**src/rtl/proc_pkg.sv**
```systemverilog
`default_nettype none
// ============================================================================
//  Module   : proc_pkg
//  Purpose  : Shared types and helpers for the parametrised multicycle
//             processor: opcode and state enumerations, ALU operation codes
//             and instruction-field extraction.
//  Revision : 1.0 - initial release
// ============================================================================
package proc_pkg;

  // Instruction opcodes. Codes 11..15 are not listed and decode as NOP.
  typedef enum logic [3:0] {
    OP_ADD  = 4'd0,
    OP_SUB  = 4'd1,
    OP_OR   = 4'd2,
    OP_SLT  = 4'd3,
    OP_SLL  = 4'd4,
    OP_SRL  = 4'd5,
    OP_MV   = 4'd6,
    OP_MVI  = 4'd7,
    OP_LD   = 4'd8,
    OP_ST   = 4'd9,
    OP_MVNZ = 4'd10
  } opcode_e;

  // Control FSM states.
  typedef enum logic [2:0] {
    S_FETCH  = 3'd0,
    S_DECODE = 3'd1,
    S_EXEC   = 3'd2,
    S_WB     = 3'd3,
    S_IMM    = 3'd4,
    S_MEM    = 3'd5
  } state_e;

  // ALU operation codes; equal to the low three opcode bits of ALU ops.
  localparam logic [2:0] ALU_ADD = 3'd0;
  localparam logic [2:0] ALU_SUB = 3'd1;
  localparam logic [2:0] ALU_OR  = 3'd2;
  localparam logic [2:0] ALU_SLT = 3'd3;
  localparam logic [2:0] ALU_SLL = 3'd4;
  localparam logic [2:0] ALU_SRL = 3'd5;

  // Opcode field: ir[2*rs+3 : 2*rs].
  function automatic logic [3:0] field_op(input logic [15:0] ir, input int rs);
    logic [15:0] t;
    t = ir >> (2 * rs);
    return t[3:0];
  endfunction

  // Register field: slot 1 = X (ir[2rs-1:rs]), slot 0 = Y (ir[rs-1:0]).
  function automatic logic [3:0] field_reg(input logic [15:0] ir, input int rs,
                                           input int slot);
    logic [15:0] t;
    t = (ir >> (slot * rs)) & ((16'd1 << rs) - 16'd1);
    return t[3:0];
  endfunction

endpackage
`default_nettype wire

```
**src/rtl/proc_multicycle_param_alu.sv**
```systemverilog
`default_nettype none
// ============================================================================
//  Module   : proc_alu
//  Purpose  : Combinational ALU for the multicycle processor.
//  Ports    : a_i, b_i  - operands (DATA_W)
//             op_i      - ALU operation code (proc_pkg ALU_*)
//             result_o  - result, wraps modulo 2^DATA_W
//  Revision : 1.0 - initial release
// ============================================================================
module proc_alu
  import proc_pkg::*;
#(
  parameter int DATA_W = 16
) (
  input  logic [DATA_W-1:0] a_i,
  input  logic [DATA_W-1:0] b_i,
  input  logic [2:0]        op_i,
  output logic [DATA_W-1:0] result_o
);

  localparam int SH_W = $clog2(DATA_W);

  // Only the low clog2(DATA_W) bits of the shift operand are honoured.
  logic [SH_W-1:0] w_shamt;
  assign w_shamt = b_i[SH_W-1:0];

  always_comb begin : p_alu
    result_o = '0;
    case (op_i)
      ALU_ADD: result_o = a_i + b_i;
      ALU_SUB: result_o = a_i - b_i;
      ALU_OR:  result_o = a_i | b_i;
      ALU_SLT: result_o = {{(DATA_W-1){1'b0}}, (a_i < b_i)};
      ALU_SLL: result_o = a_i << w_shamt;
      ALU_SRL: result_o = a_i >> w_shamt;
      default: result_o = '0;
    endcase
  end

endmodule
`default_nettype wire

```
**src/rtl/proc_multicycle_param.sv**
```systemverilog
`default_nettype none
// ============================================================================
//  Module   : proc_multicycle_param
//  Purpose  : Parametrised multicycle processor with internal PC (R[NREGS-1]),
//             req/ack memory port, load/store and conditional move.
//  Ports    : clk_i, rst_i (sync, active high), run_i (allows next fetch)
//             mem_req_o/mem_we_o/mem_addr_o/mem_wdata_o, mem_rdata_i/mem_ack_i
//             bus_wires_o (internal bus), done_o (retire pulse)
//             dbg_sel_i/dbg_data_o (combinational register read)
//             retire_cnt_o (only with PROC_RETIRE_CNT_EN defined)
//  Config   : `define PROC_RETIRE_CNT_EN adds a 32-bit retired-instruction
//             counter output.
//  Revision : 1.0 - initial release
// ============================================================================
module proc_multicycle_param
  import proc_pkg::*;
#(
  parameter int                DATA_W   = 16,
  parameter int                NREGS    = 8,
  parameter logic [DATA_W-1:0] RESET_PC = '0
) (
  input  logic                     clk_i,
  input  logic                     rst_i,
  input  logic                     run_i,
  output logic                     mem_req_o,
  output logic                     mem_we_o,
  output logic [DATA_W-1:0]        mem_addr_o,
  output logic [DATA_W-1:0]        mem_wdata_o,
  input  logic [DATA_W-1:0]        mem_rdata_i,
  input  logic                     mem_ack_i,
  output logic [DATA_W-1:0]        bus_wires_o,
  output logic                     done_o,
  input  logic [$clog2(NREGS)-1:0] dbg_sel_i,
  output logic [DATA_W-1:0]        dbg_data_o
`ifdef PROC_RETIRE_CNT_EN
  ,
  output logic [31:0]              retire_cnt_o
`endif
);

  localparam int              RS     = $clog2(NREGS);
  localparam logic [RS-1:0]   c_PC   = RS'(NREGS - 1);
  localparam logic [DATA_W-1:0] c_ONE = {{(DATA_W-1){1'b0}}, 1'b1};

  // --------------------------------------------------------------------------
  // State
  // --------------------------------------------------------------------------
  state_e            state_q, state_d;
  logic [DATA_W-1:0] regs_q [NREGS];
  logic [DATA_W-1:0] ir_q, ir_d;
  logic [DATA_W-1:0] a_q, a_d;
  logic [DATA_W-1:0] g_q, g_d;
  logic              done_q;
  logic              armed_q;       // low for the first cycle after reset
  logic              fetch_pend_q;  // fetch request issued, not yet acked

  // --------------------------------------------------------------------------
  // Decode
  // --------------------------------------------------------------------------
  logic [3:0]        w_op;
  logic [3:0]        w_x_full, w_y_full;
  logic [RS-1:0]     w_x, w_y;
  logic [DATA_W-1:0] w_rx, w_ry, w_pc, w_alu_y;
  logic              w_ack, w_retire, w_unused;

  assign w_op     = field_op(ir_q[15:0], RS);
  assign w_x_full = field_reg(ir_q[15:0], RS, 1);
  assign w_y_full = field_reg(ir_q[15:0], RS, 0);
  assign w_x      = w_x_full[RS-1:0];
  assign w_y      = w_y_full[RS-1:0];
  assign w_rx     = regs_q[w_x];
  assign w_ry     = regs_q[w_y];
  assign w_pc     = regs_q[c_PC];
  assign w_unused = ^{w_x_full, w_y_full, ir_q};

  // An ack only counts while a request is outstanding.
  assign w_ack    = mem_ack_i & mem_req_o;

  proc_alu #(.DATA_W(DATA_W)) u_alu (
    .a_i      (a_q),
    .b_i      (w_ry),
    .op_i     (w_op[2:0]),
    .result_o (w_alu_y)
  );

  // --------------------------------------------------------------------------
  // FSM: state register
  // --------------------------------------------------------------------------
  always_ff @(posedge clk_i) begin : p_state
    if (rst_i) state_q <= S_FETCH;
    else       state_q <= state_d;
  end

  // --------------------------------------------------------------------------
  // FSM: next state
  // --------------------------------------------------------------------------
  always_comb begin : p_next
    state_d = state_q;
    case (state_q)
      S_FETCH:  if (w_ack) state_d = S_DECODE;
      S_DECODE: begin
        case (w_op)
          OP_ADD, OP_SUB, OP_OR, OP_SLT, OP_SLL, OP_SRL: state_d = S_EXEC;
          OP_MVI:                                        state_d = S_IMM;
          OP_LD, OP_ST:                                  state_d = S_MEM;
          default:                                       state_d = S_FETCH;
        endcase
      end
      S_EXEC:   state_d = S_WB;
      S_WB:     state_d = S_FETCH;
      S_IMM:    if (w_ack) state_d = S_FETCH;
      S_MEM:    if (w_ack) state_d = S_FETCH;
      default:  state_d = S_FETCH;
    endcase
  end

  // Any return to FETCH from another state retires an instruction.
  assign w_retire = (state_q != S_FETCH) && (state_d == S_FETCH);

  // --------------------------------------------------------------------------
  // FSM: outputs (memory port)
  // --------------------------------------------------------------------------
  always_comb begin : p_outputs
    mem_req_o   = 1'b0;
    mem_we_o    = 1'b0;
    mem_addr_o  = w_pc;
    mem_wdata_o = '0;
    case (state_q)
      // Once raised, the fetch request is held until acked even if Run drops.
      S_FETCH: mem_req_o = armed_q & (run_i | fetch_pend_q);
      S_IMM:   mem_req_o = 1'b1;
      S_MEM: begin
        mem_req_o  = 1'b1;
        mem_addr_o = w_ry;
        if (w_op == OP_ST) begin
          mem_we_o    = 1'b1;
          mem_wdata_o = w_rx;
        end
      end
      default: ;
    endcase
  end

  // --------------------------------------------------------------------------
  // Datapath control and internal bus
  // --------------------------------------------------------------------------
  logic              w_wr_en, w_pc_inc;
  logic [DATA_W-1:0] w_wr_data, w_bus;

  always_comb begin : p_datapath
    ir_d      = ir_q;
    a_d       = a_q;
    g_d       = g_q;
    w_wr_en   = 1'b0;
    w_wr_data = '0;
    w_pc_inc  = 1'b0;
    w_bus     = '0;
    case (state_q)
      S_FETCH: begin
        if (w_ack) begin
          w_bus    = mem_rdata_i;
          ir_d     = mem_rdata_i;
          w_pc_inc = 1'b1;
        end
      end
      S_DECODE: begin
        case (w_op)
          OP_ADD, OP_SUB, OP_OR, OP_SLT, OP_SLL, OP_SRL: begin
            w_bus = w_rx;
            a_d   = w_rx;
          end
          OP_MV: begin
            w_bus     = w_ry;
            w_wr_en   = 1'b1;
            w_wr_data = w_ry;
          end
          OP_MVNZ: begin
            w_bus     = w_ry;
            w_wr_en   = (g_q != '0);
            w_wr_data = w_ry;
          end
          default: ;
        endcase
      end
      S_EXEC: begin
        w_bus = w_ry;
        g_d   = w_alu_y;
      end
      S_WB: begin
        w_bus     = g_q;
        w_wr_en   = 1'b1;
        w_wr_data = g_q;
      end
      S_IMM: begin
        if (w_ack) begin
          w_bus     = mem_rdata_i;
          w_wr_en   = 1'b1;
          w_wr_data = mem_rdata_i;
          // A load of the immediate into the PC is a jump; no increment.
          w_pc_inc  = (w_x != c_PC);
        end
      end
      S_MEM: begin
        if (w_op == OP_ST) begin
          w_bus = w_rx;
        end else if (w_ack) begin
          w_bus     = mem_rdata_i;
          w_wr_en   = 1'b1;
          w_wr_data = mem_rdata_i;
        end
      end
      default: ;
    endcase
  end

  // --------------------------------------------------------------------------
  // Datapath registers
  // --------------------------------------------------------------------------
  always_ff @(posedge clk_i) begin : p_regs
    if (rst_i) begin
      for (int i = 0; i < NREGS; i++) begin
        regs_q[i] <= (i == NREGS - 1) ? RESET_PC : '0;
      end
      ir_q         <= '0;
      a_q          <= '0;
      g_q          <= '0;
      done_q       <= 1'b0;
      armed_q      <= 1'b0;
      fetch_pend_q <= 1'b0;
    end else begin
      if (w_pc_inc) regs_q[c_PC] <= w_pc + c_ONE;
      // Placed after the increment so that a register write always wins.
      if (w_wr_en)  regs_q[w_x]  <= w_wr_data;
      ir_q         <= ir_d;
      a_q          <= a_d;
      g_q          <= g_d;
      done_q       <= w_retire;
      armed_q      <= 1'b1;
      fetch_pend_q <= (state_q == S_FETCH) & mem_req_o & ~w_ack;
    end
  end

  assign bus_wires_o = w_bus;
  assign done_o      = done_q;
  assign dbg_data_o  = regs_q[dbg_sel_i];

`ifdef PROC_RETIRE_CNT_EN
  logic [31:0] retire_cnt_q;

  always_ff @(posedge clk_i) begin : p_retire_cnt
    if (rst_i)       retire_cnt_q <= '0;
    else if (done_q) retire_cnt_q <= retire_cnt_q + 32'd1;
  end

  assign retire_cnt_o = retire_cnt_q;
`endif

endmodule
`default_nettype wire

```
**config.mk**
```make
export PLATFORM = sky130hd
export DESIGN_NAME = proc_multicycle_param
export DESIGN_NICKNAME = d
export VERILOG_FILES = /design/src/rtl/proc_pkg.sv /design/src/rtl/proc_multicycle_param_alu.sv /design/src/rtl/proc_multicycle_param.sv
export SDC_FILE = /design/constraint.sdc
export NUM_CORES = 1
export LEC_CHECK = 0
export ABC_CLOCK_PERIOD_IN_PS = 11000
export BUFFER_PORTS_ARGS = -buffer_cell sky130_fd_sc_hd__buf_2
export CORE_MARGIN = 4
export CORE_UTILIZATION = 40
export CTS_CLUSTER_SIZE = 40
export DETAILED_ROUTE_END_ITERATION = 12
export GPL_TIMING_DRIVEN = 0
export PLACE_DENSITY_LB_ADDON = 0.3
export RECOVER_POWER = 100
export REMOVE_ABC_BUFFERS = 1
export SETUP_SLACK_MARGIN = 0.05
export SYNTH_ARGS = -nofsm -noshare
export SYNTH_HDL_FRONTEND = slang
export SYNTH_SLANG_ARGS = --single-unit
export TNS_END_PERCENT = 50
```
**constraint.sdc**
```tcl
create_clock -name clk_i -period 11 [get_ports clk_i]
set_input_delay 1.1 -clock clk_i [delete_from_list [all_inputs] [get_ports clk_i]]
set_output_delay 1.1 -clock clk_i [all_outputs]
set_load 0.005 [all_outputs]
```
---- Word-level counts from Yosys, hierarchy flattened ----
Memory sizes are Yosys's and may differ from the RTL's. A register that Yosys moved wholly into a read port is not among the register bits.
Cells that the tools add are included.
storage, ports and cells
  flip-flop bits (word level) ............. 48
  RAM bits ................................ 128
  bits in read-only memories .............. 48
  input bits .............................. 23
  output and inout bits ................... 67
  logic and storage cells ................. 98
  memories ................................ 2
cells by class
  add/subtract/negate cells ............... 3
  magnitude comparators ................... 1
  eq/ne operators ......................... 19
  shifts and indexed selects .............. 2
  muxes and demuxes ....................... 42
  bitwise operators ....................... 8
  reductions and logical operators ........ 14
memory list
  name              depth  bits a word  rd ports  clocked after Yosys merged registers in  wr ports  RTL line                      text
  regs_q            8      16           4         2                                        8         proc_multicycle_param.sv:49   logic [DATA_W-1:0] regs_q [NREGS];
  (name not given)  16     3            1         1                                        0         proc_multicycle_param.sv:102  case (w_op)
operator list
  cell                     number
  $mux W16                 9
  $pmux W16 S6             1
  $pmux W16 S5             1
  $pmux W16 S4             1
  $pmux W16 S2             1
  $mux W3                  7
  $add A16 B1 Y16 const B  1
  $add A16 B16 Y16         1
  $lt A16 B16 Y1           1
  $or A16 B16 Y16          1
  $reduce_bool A16 Y1      1
  $reduce_or A16 Y1        1
  $shl A16 B4 Y16          1
  $shr A16 B4 Y16          1
  $sub A16 B16 Y16         1
  $mux W1                  15
  $eq A3 B2 Y1 const B     4
  $eq A3 B3 Y1 const B     4
  $eq A4 B3 Y1 const B     3
  $pmux W3 S4              1
  $logic_not A3 Y1         3
  $eq A4 B2 Y1 const B     2
  $eq A4 B4 Y1 const B     2
  $mux W4                  2
  other kinds (14)         24

---- Depth between registers and ports, before layout ----
Gate-level depths: netlist of the first run.
  depth after elaboration ................. 12
  depth in mapped cells ................... 17
  depth with buffers taken out ............ 14

---- By module ----
A second synthesis of the first run with hierarchy kept.
unflattened totals
  cells, all modules ...................... 1387
  area, all modules ....................... 14020.9 µm²
by module, submodules not included
  module                 instances  cells an instance  area an instance (µm²)  seq. area each (µm²)
  proc_multicycle_param  1          882                10749.1                 4984.8
  proc_alu               1          505                3271.9                  0.0

---- Least setup slack after synthesis of the first run ----
No wires, ideal clock.
  path type ............................... reg2reg
  start ................................... register with a tool-made name
  end ..................................... register g_q[14]
  setup time .............................. 0.095 ns
  data arrival time ....................... 4.102 ns
  required time ........................... 10.905 ns
  slack ................................... 6.803 ns
  stages on the path, launching flop included .. 15
  path buffers ............................ 3
  period minus slack after synthesis ...... 4.197 ns
  path through ............................ dfxtp_1 > buf_2 > mux4_2 > mux2i_2 > buf_2 > buf_1 > ha_1 > nor2b_1 > o31ai_1 > a211oi_1 > o31ai_1 > o21bai_1 > a211oi_1 > o211ai_1 > a221oi_1
RTL lines
  item                    RTL line                      text
  end signal: assignment  proc_multicycle_param.sv:236  g_q <= g_d;
  end: declaration        proc_multicycle_param.sv:52   logic [DATA_W-1:0] g_q, g_d;

==> results of run 1 <==
-- state kept, by name (all words and copies together) (netlist names), named ones only --
| signal | count |
|---|---|
| fetch_pend_q | 1 |
| done_o | 1 |
| a_q | 16 |
| armed_q | 1 |
| state_q | 3 |
| regs_q | 128 |
| g_q | 16 |
| ir_q | 10 |
-- metal layers --
layer	vias up	GRT usage, %	wire, microns
met3	111	3.232	3670
met2	611	41.59	23410
met5	-	0	0
met1	5821	29.82	17740
li1	5205	-	-
met4	0	9.219	1801
-- cells by family (layout without fill, tap and decap cells) --
kind of cell,count (synthesis),count (layout),share of synthesized area [%]
buffers and inverters,156,188,4.859
AO/OA/AOI/OAI,299,299,14.86
flip-flops,185,185,35.92
adder cells (fa/ha/maj),59,59,5.427
multiplexers,204,204,23.68
XOR/XNOR,26,26,1.641
AND/OR/NAND/NOR,431,431,13.61
-- stage by stage --
stage | util, % | power [mW] | hold slack [ns]
3_3_place_gp | 42.58 | 1.220 | 0.4798
3_5_place_dp | 43.19 | 1.232 | 0.4949
4_1_cts | 44.93 | 1.840 | 0.5109
2_1_floorplan | - | 1.081 | 0.4635
5_1_grt | 44.45 | 1.907 | 0.5523
6_report | 44.45 | 1.837 | 0.5061
-- final cells by class --
| class | instances | share of cell area [%] |
|---|---|---|
| Tap cell | 448 | 3.724 |
| Inverter | 56 | 1.396 |
| Timing Repair Buffer | 100 | 3.557 |
| Sequential cell | 185 | 33.14 |
| Multi-Input combinational cell | 1019 | 54.27 |
| Clock buffer | 24 | 3.549 |
| Clock inverter | 8 | 0.3657 |
-- worst max path at each step --
stage               endpoint  depth (start not counted)
CTS                  g_q[14]                         11
global route         g_q[14]                         16
detailed placement   g_q[14]                         11
finish               g_q[14]                         16
floorplan            g_q[14]                         14
global placement     g_q[14]                         11
-- cell usage in the layout (no fill, tap or decap), types with 6 or more instances in the layout --
cell type	Yosys	routed
a211oi_1	36	36
a21oi_1	54	54
a221o_1	14	14
a221oi_1	34	34
a31oi_1	7	7
and3_1	9	9
buf_2	14	37
clkbuf_1	62	56
clkbuf_16	0	19
dfxtp_1	57	54
edfxtp_1	128	128
ha_1	57	57
inv_1	55	57
mux2_2	19	14
mux2i_1	86	88
mux4_2	96	96
nand2_1	95	101
nand3_1	18	20
nand4_1	5	6
nor2_1	228	228
nor2b_1	8	8
nor3_1	21	21
nor4_1	7	7
o211ai_1	15	15
o21ai_0	50	50
o221ai_1	7	7
o22ai_1	33	33
o31ai_1	6	6
xnor2_1	18	18
xor2_1	8	8
-- critical path: stages, from the launching register on --
cell and delay [ns]:
dfxtp_1 1.07, clkbuf_1 1.03, mux4_2 0.65, mux2i_4 0.16, clkbuf_1 1.15, inv_1 0.18
ha_1 0.28, inv_1 0.07, fa_1 0.20, nor2b_1 0.08, o31ai_1 0.57, a211oi_1 0.27
o31ai_1 0.43, o21bai_1 0.14, a211oi_1 0.37, o211ai_1 0.16, a221oi_1 0.33
-- power breakdown --
group	internal [mW]	switching, mW	leakage (nW)
Combinational	0.165	0.237	3.06
Sequential	0.772	0.0487	1.79
Clock	0.342	0.273	0.295
==> reports/metrics.csv, run 1 <==
stage,metric,value,unit
timing,final hold vios,0,
layout,Final Non-Filler Cells,1840,
clocking,Post-CTS Repair Setup Buffers,0,
layout,layout cells sized above 1,14.37,%
logic_synthesis,Yosys Warn Count,0,
logic_synthesis,Cell variety after synth,74,
setup_path,Reg2Reg Depth,16,
routing,WL final,46620,microns
routing,vias,11750,
timing,post-layout worst setup margin,3.686,ns
hold_path,min-delay src,ir_q[0],
logic_synthesis,Yosys reg bits,185,
timing,RSZ-0062 raised after global routing,no,
routing,DR vias/cell,6.385,
hold_path,Hold/Removal Path Class,reg2reg,
power_and_ir_drop,leak pwr,5.140,nW
setup_path,crit end category,flop,
clocking,Clock transition at path regs,0.07,ns
layout,fill count,3311,
timing,worst clock skew,0.007728,ns
grt,vias in the first global route,11430,
setup_path,CP Data Required Time,11.31,ns
grt,total gr overflow,0,
clocking,CTS tree,done,
placed_design,Setup Slack @ Placement,5.054,ns
logic_synthesis,cells after synthesis,1360,
grt,largest net degree at the start of global routing,49,
routing,Initial DRC Count,1315,
routing,Routed WL per cell,25.34,microns
setup_path,R2R Path End,g_q[14],
timing,Worst slew margin,-92.70,%
timing,fin. max-slew vios,148,
layout,Area Growth Syn to Fin,8.466,%
placed_design,port bufs,89,
timing,Final period util,66.49,%
timing,clock period minus worst slack,7.314,ns
logic_synthesis,top-count cell post-synth,nor2_1,
grt,global-route wire length before repair,69420,microns
floorplanning,std cell rows,67,
placed_design,"Cell Area, Placed",14630,sq um
routing,Residual DRC,0,
setup_path,Reg2Reg Setup Slack,3.69,ns
run_status,status,"complete, but fails checks",
logic_synthesis,"Primary FF master, synth",edfxtp_1,
clocking,CTS buffer count,17,
placed_design,DP HPWL,32560,microns
timing,f_max,136.7,MHz
layout,register area,4989,sq um
clocking,Root Driver,clkbuf_16,
power_and_ir_drop,Power Dens Cells,122.0,nW/um^2
logic_synthesis,Post-synth ARST share,0,%
clocking,# clock sinks,185,
floorplanning,Starting Density,40.98,%
logic_synthesis,Avg Synthesized Cell Area,10.20,sq um
logic_synthesis,"Cell Area, Synth",13880,sq um
logic_synthesis,post-synthesis sequential area ratio,35.92,%
clocking,Skew-Pair Late Insertion Delay,0.44,ns
setup_path,Worst EP arrival,7.63,ns
hold_path,Worst Hold Depth,2,
placed_design,Placer Congestion,0.9458,
clocking,clock buffer depth,2,
setup_path,Critical Path Fanout Max,22,
timing,setup violators final,0,
logic_synthesis,largest area contributor in the netlist,edfxtp_1,
timing,Final TNS setup,0,ns
floorplanning,DIE AREA,37740,sq um
run,MaxCap Viol Count,6,
floorplanning,IO Pins,90,
layout,diode count,0,
logic_synthesis,top-area cell type share of the netlist area,27.70,%
floorplanning,chip width,194.3,microns
floorplanning,Core Box Area,33870,sq um
grt,gr usage total,23.74,%
run_status,failing checks,"capacitance limit, slew limit",
layout,fin area,15050,sq um
clocking,Post-CTS Hold Buffers,0,
layout,Final Net Count,1461,
logic_synthesis,number of synthesized flops with an enable pin,128,
clocking,number of H-tree levels,4,
grt,initial antenna violation count,0,
floorplanning,Die Ht,194.3,microns
placed_design,placed cells,1805,
logic_synthesis,top post-synthesis cells by area,"edfxtp_1 (28%), mux4_2 (16%), dfxtp_1 (8.2%)",
setup_path,Setup CP Type,reg2reg,
layout,multi-input gate area in the final layout,8169,sq um
timing,slew at the pin closest to its max-slew limit,2.891,ns
setup_path,kind of start point of the critical path,flop,
routing,First-pass DRT Iterations,8,
logic_synthesis,Post-synth top cells,"nor2_1 (228), edfxtp_1 (128), mux4_2 (96), nand2_1 (95), mux2i_1 (86)",
clocking,cts repair resizes,0,
routing,post-route ant nets,0,
power_and_ir_drop,peak supply drop,111.0,uV
Power figures use the tool's default switching activity.
==> run 2, diff against run 1 <==
--- a/config.mk
+++ b/config.mk
@@ -5,7 +5,7 @@
 export SDC_FILE = /design/constraint.sdc
 export NUM_CORES = 1
 export LEC_CHECK = 0
-export ABC_CLOCK_PERIOD_IN_PS = 11000
+export ABC_CLOCK_PERIOD_IN_PS = 6600
 export BUFFER_PORTS_ARGS = -buffer_cell sky130_fd_sc_hd__buf_2
 export CORE_MARGIN = 4
 export CORE_UTILIZATION = 40
==> constraint.sdc (replaced) <==
create_clock -name clk_i -period 6.6 [get_ports clk_i]
set_input_delay 0.66 -clock clk_i [delete_from_list [all_inputs] [get_ports clk_i]]
set_output_delay 0.66 -clock clk_i [all_outputs]
set_load 0.005 [all_outputs]
==> reports/metrics.csv, run 2 (synthesis gave the netlist of run 1 again) <==
stage,metric,value,unit
run_status,status,"complete, but fails checks",
run_status,failing checks,"capacitance limit, slew limit",
setup_path,Critical Path Fanout Max,32,
clocking,# clock sinks,185,
timing,Final period util,87.44,%
setup_path,crit end category,flop,
layout,"commonest non-fill, non-tap cell in the layout",nor2_1,
clocking,Root Driver,clkbuf_16,
grt,total gr overflow,0,
power_and_ir_drop,total power,3.067,mW
run,MaxCap Viol Count,4,
timing,Worst slew margin,-90.07,%
timing,final hold vios,0,
timing,RSZ-0062 raised after global routing,no,
clocking,Clock transition at path regs,0.07,ns
setup_path,Setup CP Type,reg2reg,
floorplanning,Core Box Area,33870,sq um
layout,fill count,3306,
routing,First-pass DRT Iterations,6,
layout,Final Net Count,1461,
clocking,CTS buffer count,17,
floorplanning,Starting Density,40.98,%
layout,register area,4989,sq um
clocking,clock buffer depth,2,
timing,worst clock skew,0.008359,ns
grt,vias in the first global route,11430,
power_and_ir_drop,peak supply drop,184.4,uV
layout,multi-input gate area in the final layout,8180,sq um
setup_path,kind of start point of the critical path,flop,
layout,Area Growth Syn to Fin,8.736,%
setup_path,R2R Path End,g_q[14],
layout,diode count,0,
timing,clock period minus worst slack,5.771,ns
clocking,Skew-Pair Late Insertion Delay,0.44,ns
grt,global-route wire length before repair,69420,microns
grt,largest net degree at the start of global routing,49,
layout,"commonest non-fill, non-tap cells in the layout","nor2_1 (228), edfxtp_1 (128), nand2_1 (101), mux4_2 (96), mux2i_1 (86)",
layout,max reg flops,128,
floorplanning,DIE AREA,37740,sq um
setup_path,Worst EP arrival,6.08,ns
timing,f_max,173.3,MHz
floorplanning,IO Pins,90,
layout,Final Non-Filler Cells,1840,
power_and_ir_drop,leak pwr,5.154,nW
setup_path,Critical Path Sink,g_q[14],
power_and_ir_drop,Power Dens Cells,203.2,nW/um^2
clocking,number of H-tree levels,4,
routing,post-route ant nets,0,
routing,DR vias/cell,6.377,
floorplanning,Die Ht,194.3,microns
clocking,Post-CTS Repair Setup Buffers,0,
routing,vias,11730,
layout,Regs by FF count,"regs_q x128, a_q x16, g_q x16",
floorplanning,std cell rows,67,
placed_design,placed cells,1805,
clocking,CTS tree,done,
timing,setup violators final,0,
routing,Initial DRC Count,1422,
routing,Residual DRC,0,
placed_design,DP HPWL,32560,microns
routing,Routed WL per cell,25.24,microns
clocking,cts repair resizes,0,
clocking,Post-CTS Hold Buffers,0,
routing,WL final,46440,microns
layout,Largest Register,regs_q,
grt,gr usage total,23.74,%
timing,slew at the pin closest to its max-slew limit,2.851,ns
grt,initial antenna violation count,0,
timing,fin. max-slew vios,117,
placed_design,port bufs,89,
layout,layout cells sized above 1,14.66,%
setup_path,Reg2Reg Setup Slack,0.83,ns
placed_design,Placer Congestion,0.9458,
floorplanning,chip width,194.3,microns
setup_path,Reg2Reg Depth,12,
setup_path,CP Data Required Time,6.91,ns
hold_path,Hold/Removal Path Class,reg2reg,
## run 2: cell count changes in the layout (fill, tap and decap cells not counted), sizes merged
cell    previous run  this run
clkbuf            81        79
buf               43        45
## run 2: through the flow
stage               area [sq um]  worst slack [ns]  hold WS, ns  utilization [%]  TNS (ns)
floorplan                  13410             1.254       0.4635                -         0
global placement           14420           -0.9156       0.4798            42.58    -6.127
detailed placement         14630            0.6536       0.4949            43.19         0
CTS                        15220            0.6154       0.5109            44.93         0
global route               15090            0.6932       0.5523            44.56         0
finish                     15090            0.8291       0.5124            44.56         0
## run 2: layout make-up
type                       instances  share of cell area, %
inverter                          56                  1.393
clock buffer                      24                  3.540
timing repair buffer             100                  3.723
tap                              448                  3.714
sequential                       185                  33.06
multi-input combinational       1019                  54.21
clock inverter                     8                 0.3648
## run 2: how the worst min path moves through the flow
stage               startpoint  endpoint  slack [ns]  cells after the start
detailed placement     ir_q[2]   ir_q[2]        0.49                      2
floorplan              ir_q[0]      flop        0.46                      2
global placement       ir_q[0]   ir_q[0]        0.48                      2
finish                 ir_q[2]   ir_q[2]        0.51                      2
CTS                    ir_q[2]   ir_q[2]        0.51                      2
global route           ir_q[0]      flop        0.55                      2
## run 2: critical path: stages, from the launching register on
cell	delay, ns
dfxtp_1	1.26
mux4_2	0.43
mux2i_1	0.56
buf_12	0.28
inv_1	0.38
ha_1	0.36
o31ai_1	0.63
a211oi_1	0.27
o31ai_1	0.43
o21bai_1	0.14
a211oi_1	0.37
o211ai_1	0.16
a221oi_1	0.34
## run 2: routing by layer
layer	share of wire (%)	track usage [%]	routed length [microns]
met3	7.7	3.232	3584
met1	38	29.82	17780
met5	0	0	0
met2	50	41.59	23240
met4	3.9	9.219	1832
## run 2: power breakdown
group	internal, mW	switching [mW]
registers	1.29	0.0815
clock network	0.570	0.457
logic	0.276	0.396
total	2.13	0.935
